--- src/rtl/mac_west_feeder.sv ---
// mac_west_feeder: diagonally skewed WS-load / execute / OS-flush sequencer for the west edge of the mac_tile array.
// Optional build macro FEEDER_STALL_CNT_EN adds a saturating stall_cnt output counting starved LOAD/EXEC cycles.
module mac_west_feeder #(
    parameter int bw     = 4,
    parameter int row    = 8,
    parameter int col    = 8,
    parameter int len_bw = 8
) (
    input  logic              clk,
    input  logic              reset,
    input  logic              start,
    input  logic              mode_in,
    input  logic [len_bw-1:0] k_len,
    input  logic              in_valid,
    output logic              in_ready,
    input  logic [row*bw-1:0] in_data,
    output logic [row*bw-1:0] out_w,
    output logic [2*row-1:0]  inst_w,
    output logic [row-1:0]    mode_out,
    output logic              busy,
    output logic              done
`ifdef FEEDER_STALL_CNT_EN
    ,
    output logic [15:0]       stall_cnt
`endif
);
    localparam int pw = $clog2(col + 1) > len_bw ? $clog2(col + 1) : len_bw;
    localparam int cw = $clog2(row + 1) > pw ? $clog2(row + 1) : pw;

    typedef enum logic [2:0] {IDLE, LOAD, EXEC, FLUSH, DRAIN} state_t;

    state_t            state, state_n;
    logic [cw-1:0]     cnt, cnt_n;
    logic              mode_q, mode_n;
    logic [len_bw-1:0] k_q, k_n;
    logic [row*bw-1:0] vec_q, vec_n;
    logic [1:0]        inst_q, inst_n;
    logic              m_q, m_n;
    logic              accept;
    logic [cw-1:0]     last_col, last_row, last_k;

    assign last_col = cw'(col - 1);
    assign last_row = cw'(row - 1);
    assign last_k   = cw'(k_q) - cw'(1);
    assign in_ready = (state == LOAD) || (state == EXEC);
    assign accept   = in_valid && in_ready;
    assign busy     = state != IDLE;
    assign done     = (state == DRAIN) && (cnt == last_row);

    // Phase sequencing and the row-0 issue; a starved LOAD/EXEC cycle holds data and mode and issues inst 00
    always_comb begin
        state_n = state;
        cnt_n   = cnt;
        mode_n  = mode_q;
        k_n     = k_q;
        vec_n   = vec_q;
        inst_n  = 2'b00;
        m_n     = m_q;
        case (state)
            IDLE: begin
                vec_n = '0;
                m_n   = 1'b0;
                if (start) begin
                    mode_n  = mode_in;
                    k_n     = k_len;
                    cnt_n   = '0;
                    state_n = !mode_in ? LOAD : (k_len != '0 ? EXEC : FLUSH);
                end
            end
            LOAD: if (accept) begin
                vec_n  = in_data;
                inst_n = 2'b01;
                m_n    = 1'b0;
                cnt_n  = cnt == last_col ? '0 : cnt + cw'(1);
                if (cnt == last_col) state_n = k_q == '0 ? DRAIN : EXEC;
            end
            EXEC: if (accept) begin
                vec_n  = in_data;
                inst_n = 2'b10;
                m_n    = mode_q;
                cnt_n  = cnt == last_k ? '0 : cnt + cw'(1);
                if (cnt == last_k) state_n = mode_q ? FLUSH : DRAIN;
            end
            FLUSH: begin
                vec_n   = '0;
                inst_n  = 2'b10;
                m_n     = 1'b0;
                cnt_n   = cnt == last_col ? '0 : cnt + cw'(1);
                state_n = cnt == last_col ? DRAIN : FLUSH;
            end
            DRAIN: begin
                vec_n   = '0;
                m_n     = 1'b0;
                cnt_n   = cnt == last_row ? '0 : cnt + cw'(1);
                state_n = cnt == last_row ? IDLE : DRAIN;
            end
            default: state_n = IDLE;
        endcase
    end

    // State, phase counter, latched pass parameters and the registered row-0 stage
    always_ff @(posedge clk or posedge reset) begin
        if (reset) begin
            state  <= IDLE;
            cnt    <= '0;
            mode_q <= 1'b0;
            k_q    <= '0;
            vec_q  <= '0;
            inst_q <= 2'b00;
            m_q    <= 1'b0;
        end else begin
            state  <= state_n;
            cnt    <= cnt_n;
            mode_q <= mode_n;
            k_q    <= k_n;
            vec_q  <= vec_n;
            inst_q <= inst_n;
            m_q    <= m_n;
        end
    end

    assign out_w[bw-1:0] = vec_q[bw-1:0];
    assign inst_w[1:0]   = inst_q;
    assign mode_out[0]   = m_q;

    for (genvar r = 1; r < row; r++) begin : g_skew
        logic [bw+2:0] sh [r];
        // Row r replays row 0's {data, inst, mode} through an r-deep delay line
        always_ff @(posedge clk or posedge reset) begin
            if (reset) begin
                for (int i = 0; i < r; i++) sh[i] <= '0;
            end else begin
                sh[0] <= {vec_q[r*bw +: bw], inst_q, m_q};
                for (int i = 1; i < r; i++) sh[i] <= sh[i-1];
            end
        end
        assign {out_w[r*bw +: bw], inst_w[2*r +: 2], mode_out[r]} = sh[r-1];
    end

`ifdef FEEDER_STALL_CNT_EN
    // Saturating count of LOAD/EXEC cycles starved of input, cleared when a pass starts
    always_ff @(posedge clk or posedge reset) begin
        if (reset) stall_cnt <= '0;
        else if (state == IDLE && start) stall_cnt <= '0;
        else if (in_ready && !in_valid && stall_cnt != 16'hFFFF) stall_cnt <= stall_cnt + 16'd1;
    end
`endif
endmodule

--- config.mk ---
export PLATFORM = sky130hd
export DESIGN_NAME = mac_west_feeder
export DESIGN_NICKNAME = d
export VERILOG_FILES = /design/src/rtl/mac_west_feeder.sv
export SDC_FILE = /design/constraint.sdc
export NUM_CORES = 1
export LEC_CHECK = 0
export BUFFER_PORTS_ARGS = -buffer_cell sky130_fd_sc_hd__buf_2
export CAP_MARGIN = 15
export CORE_UTILIZATION = 35
export CTS_CLUSTER_DIAMETER = 40
export DETAILED_ROUTE_END_ITERATION = 7
export SETUP_SLACK_MARGIN = 0.4
export SLEW_MARGIN = 20
export SYNTH_ARGS = -nofsm -noshare
export SYNTH_HDL_FRONTEND = slang
export SYNTH_SLANG_ARGS = --single-unit
--- constraint.sdc ---
create_clock -name clk -period 6.2 [get_ports clk]
set_input_delay 0.93 -clock clk [delete_from_list [all_inputs] [get_ports clk]]
set_output_delay 0.93 -clock clk [all_outputs]
set_load 0.05 [all_outputs]
==> flow_metrics.py, run 1 <==
metrics = {
    "synth": {
        "synth.distinct_cells": 50,
        "synth_area_um2": 6600,
        "synth_nets": 563,
        "yosys_register_bits": 188,
        "synth-main-ff-cell": "dfrtp_1",
        "synth_edf_count": 0,
        "seq_area_frac_synth_pct": 71.3,
        "synth_area_per_cell_um2": 12.8,
        "yosys.area.top_type_share_pct": 71.3,
        "ys_warn_count": 0,
        "synthTopCellsByArea": "dfrtp_1, buf_4, nand2_1",
        "synthArstFlopShare_pct": 100,
        "netlist_instances": 515,
        "synth_top_cell_by_area": "dfrtp_1",
    },
    "run": {
        "cap_violations": 0,
    },
    "setup_path": {
        "worstPathMaxFanout": 10,
        "arrival_ns": 2.26,
        "crit_type": "reg2out",
        "reg2reg_from": "k_q[0]$_DFFE_PP0P_",
        "r2r_cells": 8,
        "worstReg2RegEnd": "cnt[7]$_DFFE_PP0P_",
        "worst_setup_path_end_kind": "output port",
        "r2r_slack_ns": 3.36,
        "required_ns": 5.27,
        "startpoint_type": "register",
    },
    "global_routing": {
        "grt_pass1_vias": 3876,
        "grt_pass1_wl_mm": 19.4,
        "grt_overflow": 0,
        "antenna_found_initial": 1,
        "grt.total_usage_pct": 12.8,
        "grt_max_degree": 189,
    },
    "sta": {
        "hold_slack_ns": 0.344,
        "setup_tns_ns": 0,
        "hold_violations": 0,
        "slew_headroom_pct": 26.4,
        "rsz0062_at_grt": "false",
        "fin_crit_sh_pct": 51.4,
        "tightest_slew_ns": 1.10,
        "setup_viol": 0,
        "fin_skew_ns": 0.00816,
        "period_needed_ns": 3.19,
        "max_freq_mhz": 314,
        "drv_slew": 0,
    },
    "routing": {
        "wire_per_inst_um": 14.2,
        "drt_iter0_drc": 240,
        "drtAntennaViolNets": 0,
        "via_per_inst": 4.71,
        "wirelength_mm": 11.6,
        "first_pass_iters": 4,
        "vias": 3849,
        "post-route-drc-count": 0,
    },
    "placement": {
        "dp_hpwl_mm": 7.34,
        "gp_congestion": 0.809,
        "io_buffers": 103,
    },
    "floorplan": {
        "row_count": 49,
        "core-area_um2": 18200,
        "floorplan.initialDensity_pct": 36.2,
        "die_h_um": 139,
        "die_x_um": 139,
        "die_area_um2": 19400,
        "io_pins": 104,
    },
    "cts": {
        "cts_tree": "yes",
        "path_clk_slew_ns": 0.08,
        "ctsResizeCount": 0,
        "clock_sinks": 188,
        "cts_buffers": 17,
        "cts.root.buffer_cell": "clkbuf_16",
        "holdBufCountCts": 0,
        "clock_latency_ns": 0.42,
        "htreeDepth": 4,
        "cts_buffer_depth": 2,
        "postCtsSetupBuffers": 0,
    },
    "min_path": {
        "hp-start": "g_skew[3].sh[19]$_DFF_PP0_",
        "holdPathEnd": "g_skew[3].sh[12]$_DFF_PP0_",
        "hp-class": "reg2reg",
        "min_path_cells": 0,
    },
    "status": {
        "status": "completed",
    },
    "power_and_ir_drop": {
        "p_per_area_nw_per_um2": 568,
        "p_leak_nw": 3.67,
        "max-vdd-ir-drop_v": 0.000280,
    },
    "layout": {
        "nets": 623,
        "drive_above_1_share_pct": 26.9,
        "diodes": 0,
        "syn_to_final_growth_pct": 15.6,
    },
}
==> per-layer routing <==
layer	GRT usage [%]	share of wire, %	vias to the layer above
li1	-	-	1797
met1	15.8	44	1903
met2	20.4	48	123
met3	4.54	5.7	24
met4	5.38	2.1	2
met5	0	0.11	-
==> critical path, cell delays in order, from the launching register on <==
cell and delay (ns):
dfrtp_1 0.46, or4_4 0.58, nor3_4 0.31, and3_2 0.24
buf_2 0.25
==> where the power goes <==
part | switching, mW | leakage [nW] | internal [mW] | total [mW]
clock network | 0.502 | 0.290 | 0.581 | 1.08
registers | 0.213 | 2.33 | 1.71 | 1.92
logic | 0.968 | 1.05 | 0.363 | 1.33
total | 1.68 | 3.67 | 2.65 | 4.33
==> cell usage in the layout, fill, tap and decap left out, types with 5 or more instances in the layout <==
cell	count
inv_6	5
o211ai_1	9
nor2_1	17
a21oi_1	38
mux2_2	10
xnor2_1	6
o21ai_0	9
nor3_1	7
dfrtp_1	188
nand3_1	9
nand2_1	87
buf_2	103
inv_1	7
clkbuf_16	17
==> synth_stat cells, types with 2 or more instances <==
| master | n |
|---|---|
| a2111o_1 | 2 |
| a21o_1 | 2 |
| a21oi_1 | 38 |
| and3_2 | 3 |
| buf_4 | 50 |
| clkbuf_1 | 15 |
| dfrtp_1 | 188 |
| ha_1 | 3 |
| inv_1 | 8 |
| mux2_2 | 10 |
| mux2i_1 | 2 |
| nand2_1 | 87 |
| nand2b_1 | 3 |
| nand3_1 | 9 |
| nor2_1 | 18 |
| nor2b_1 | 4 |
| nor3_1 | 7 |
| nor4_1 | 4 |
| o2111ai_1 | 2 |
| o211ai_1 | 9 |
| o21ai_0 | 9 |
| o21ai_1 | 2 |
| o31ai_1 | 3 |
| or3_1 | 4 |
| xnor2_1 | 6 |
| xor2_1 | 3 |
==> cell type report <==
type	count	area [µm²]
fillers	1689	10600
flip-flops and latches	188	4700
multi-input cells	251	1420
repair buffers	108	586
clock buffers	18	429
well taps	229	287
clock inverters	14	168
inverters	9	37.5
==> registers in the layout (all words and copies together), names as in the netlist, 2 cells and up <==
| name | flops |
|---|---|
| vec_q | 32 |
| state | 3 |
| inst_w | 2 |
| inst_q | 2 |
| k_q | 8 |
| cnt | 8 |
| g_skew.sh | 106 |
| out_w | 24 |
==> worst max path at each step <==
stage                            start            endpoint  slack (ns)  cells after the start
floorplan                        reset  cnt[0]$_DFFE_PP0P_        2.85                      1
global placement    cnt[3]$_DFFE_PP0P_                done        3.51                      4
detailed placement  k_q[0]$_DFFE_PP0P_  cnt[7]$_DFFE_PP0P_        3.39                      8
CTS                 cnt[3]$_DFFE_PP0P_                done        2.99                      4
global route        cnt[3]$_DFFE_PP0P_                done        2.92                      4
finish              cnt[3]$_DFFE_PP0P_                done        3.01                      4
==> logic make-up (layout without fill, tap and decap cells) <==
family	count (synthesis)	count (layout)	share of synthesized area [%]
AOI/OAI and AO/OA	80	80	7.58
xor gates and xnor gates	9	9	1.19
adders and majority gates	3	3	0.569
buffers and inverters	76	149	7.30
DFF	188	188	71.3
muxes	12	12	2.01
and+or+nand+nor	147	147	10.1
==> metrics by stage <==
step	instance area, µm²	std cells	util (%)	power [mW]	worst slack (ns)
2_1_floorplan	6600	515	-	3.09	2.85
3_3_place_gp	7000	784	38.5	3.23	3.51
3_5_place_dp	7000	784	38.5	3.28	3.39
4_1_cts	7600	816	41.7	4.38	2.99
5_1_grt	7630	817	41.9	4.58	2.92
6_report	7630	817	41.9	4.33	3.01
Power figures use the tool's default switching activity.
==> run 2: changes to the inputs <==
- clock period: 6.2 -> 2.78 ns (I/O delays scaled with it)
==> run 2 against run 1 <==
  * Total power grew 130%
  * First-iteration DRC count shrank 14%
  * Sequential cell count is the same
  * Via count grew 3.0%
  * Register-to-register slack lost 3.0 ns
  * Die area is the same
  * Global-route usage grew 0.42 points
  * Non-clock buffer count grew 21
  * Utilization grew 1.6 points
  * Clock skew grew 0.0025 ns
==> flow_metrics.py, run 2 (synthesized netlist as in run 1, its figures left out) <==
metrics = {
    "layout": {
        "postLayoutCoreUtil_pct": 43.5,
        "final_common_cell": "dfrtp_1",
        "final_cell_mix": "dfrtp_1, buf_2, nand2_1",
        "drive_above_1_share_pct": 33.6,
        "finalInstanceArea_um2": 7920,
        "fillers": 1663,
        "diodes": 0,
        "syn_to_final_growth_pct": 19.9,
        "top_register": "g_skew.sh",
        "nets": 644,
        "multi_input_area_um2": 1520,
        "largest_reg_flops": 106,
        "register_area_um2": 4710,
    },
    "power_and_ir_drop": {
        "p_leak_nw": 3.79,
        "max-vdd-ir-drop_v": 0.000724,
        "clockPowerShare_pct": 24.0,
        "p_sw_share_pct": 38.8,
        "internal_power_mw": 6.07,
        "p_comb_share_pct": 32.9,
        "seqPwrFrac_pct": 43.1,
        "p_per_area_nw_per_um2": 1250,
        "p_total_mw": 9.92,
        "power.switching_mw": 3.85,
    },
    "setup_path": {
        "cp_num_buf_inv": 1,
        "r2r_cells": 7,
        "arrival_ns": 2.70,
        "worstPathMaxFanout": 8,
        "r2r_slack_ns": 0.37,
        "required_ns": 3.06,
        "startpoint_type": "register",
        "crit_chain": "buf_6 > or4_4 > mux2i_2 > o21ai_1 > a2111o_2 > o21ai_4 > o211ai_1",
        "reg2reg_from": "k_q[1]$_DFFE_PP0P_",
        "slowest_delay_ns": 0.57,
        "crit_slowest_cell": "a2111o_2",
        "worstReg2RegEnd": "cnt[6]$_DFFE_PP0P_",
        "crit_type": "reg2reg",
        "crit_family": "compound AO/OA/AOI/OAI gates",
        "cp.depth": 7,
        "worst_setup_path_end_kind": "register",
    },
    "cts": {
        "clock_sinks": 188,
        "path_clk_slew_ns": 0.07,
        "clock_latency_ns": 0.42,
        "cts_buffer_depth": 2,
        "holdBufCountCts": 0,
        "htreeDepth": 4,
        "cts_tree": "yes",
        "cts_buffers": 17,
        "cts.root.buffer_cell": "clkbuf_16",
    },
    "floorplan": {
        "die_h_um": 139,
        "row_count": 49,
        "die_x_um": 139,
        "floorplan.initialDensity_pct": 36.2,
        "die_area_um2": 19400,
        "core-area_um2": 18200,
        "io_pins": 104,
    },
    "routing": {
        "wire_per_inst_um": 14.5,
        "wirelength_mm": 12.1,
        "drtAntennaViolNets": 0,
        "via_per_inst": 4.74,
        "drt_iter0_drc": 207,
        "vias": 3966,
        "first_pass_iters": 4,
        "post-route-drc-count": 0,
    },
    "sta": {
        "period_needed_ns": 2.41,
        "setup_viol": 0,
        "setup_tns_ns": 0,
        "slew_headroom_pct": 49.3,
        "hold_violations": 0,
        "tightest_slew_ns": 0.759,
        "max_freq_mhz": 414,
        "drv_slew": 0,
        "fin_ws_ns": 0.366,
        "rsz0062_at_grt": "true",
        "fin_crit_sh_pct": 86.8,
        "fin_skew_ns": 0.0107,
    },
    "global_routing": {
        "grt.total_usage_pct": 13.2,
        "antenna_found_initial": 0,
        "grt_max_degree": 65,
        "grt_pass1_wl_mm": 20.0,
        "grt_pass1_vias": 3981,
        "grt_overflow": 0,
    },
    "placement": {
        "dp_hpwl_mm": 7.68,
        "placed_area_um2": 7070,
        "gp_congestion": 0.906,
        "io_buffers": 103,
        "pre_cts_ws_ns": 0.118,
    },
    "run": {
        "cap_violations": 0,
    },
    "status": {
        "status": "completed",
    },
    "min_path": {
        "hp-class": "in2async",
    },
}
-- run 2: cell count changes in the layout (fill, tap and decap cells not counted), sizes merged --
| cell | previous run | this run |
|---|---|---|
| buf | 108 | 129 |
| clkinv | 3 | 5 |
| clkinvlp | 2 | 3 |
| inv | 17 | 13 |
-- run 2: cell type report --
| cell class | instances | share of cell area, % |
|---|---|---|
| flip-flops and latches | 188 | 59.5 |
| clock inverters | 13 | 1.94 |
| inverters | 9 | 0.522 |
| repair buffers | 129 | 9.61 |
| clock buffers | 18 | 5.55 |
| multi-input cells | 251 | 19.2 |
| well taps | 229 | 3.62 |
-- run 2: metrics by stage --
stage / hold WS [ns] / cells
detailed placement: 0.335 / 788
global placement: 0.332 / 788
CTS: 0.140 / 832
finish: 0.131 / 837
global route: 0.185 / 837
floorplan: 0.331 / 515
-- run 2: power groups by stage --
stage / Combinational (mW) / Clock (mW) / Sequential [mW]
finish: 3.27 / 2.38 / 4.27
global route: 3.52 / 2.59 / 4.40
CTS: 3.17 / 2.48 / 4.28
detailed placement: 3.00 / 0 / 4.35
global placement: 2.95 / 0 / 4.30
floorplan: 2.64 / 0 / 4.30
-- run 2: repair_timing --
item | in CTS | in global routing
buffers inserted | 13 | 5
setup endpoints to repair | 13 | 22
pin swaps | 9 | 2
gates resized for setup | 19 | 13
-- run 2: routing by layer --
metal | vias to the layer above | global-route usage (%) | part of all wire (%)
met5 | - | 0 | 0
met4 | 0 | 6.08 | 1.9
met3 | 16 | 3.58 | 5.3
met2 | 118 | 21.5 | 49
met1 | 1984 | 16.5 | 43
li1 | 1848 | - | -
-- run 2: how the worst max path moves through the flow --
stage                       startpoint                    to  slack, ns
finish              k_q[1]$_DFFE_PP0P_    cnt[6]$_DFFE_PP0P_       0.37
global route        k_q[1]$_DFFE_PP0P_  state[1]$_DFFE_PP0P_       0.28
global placement    k_q[0]$_DFFE_PP0P_    cnt[0]$_DFFE_PP0P_       0.21
detailed placement  k_q[0]$_DFFE_PP0P_    cnt[6]$_DFFE_PP0P_       0.12
CTS                 cnt[3]$_DFFE_PP0P_                  done       0.37
floorplan                        reset    cnt[0]$_DFFE_PP0P_      -0.06
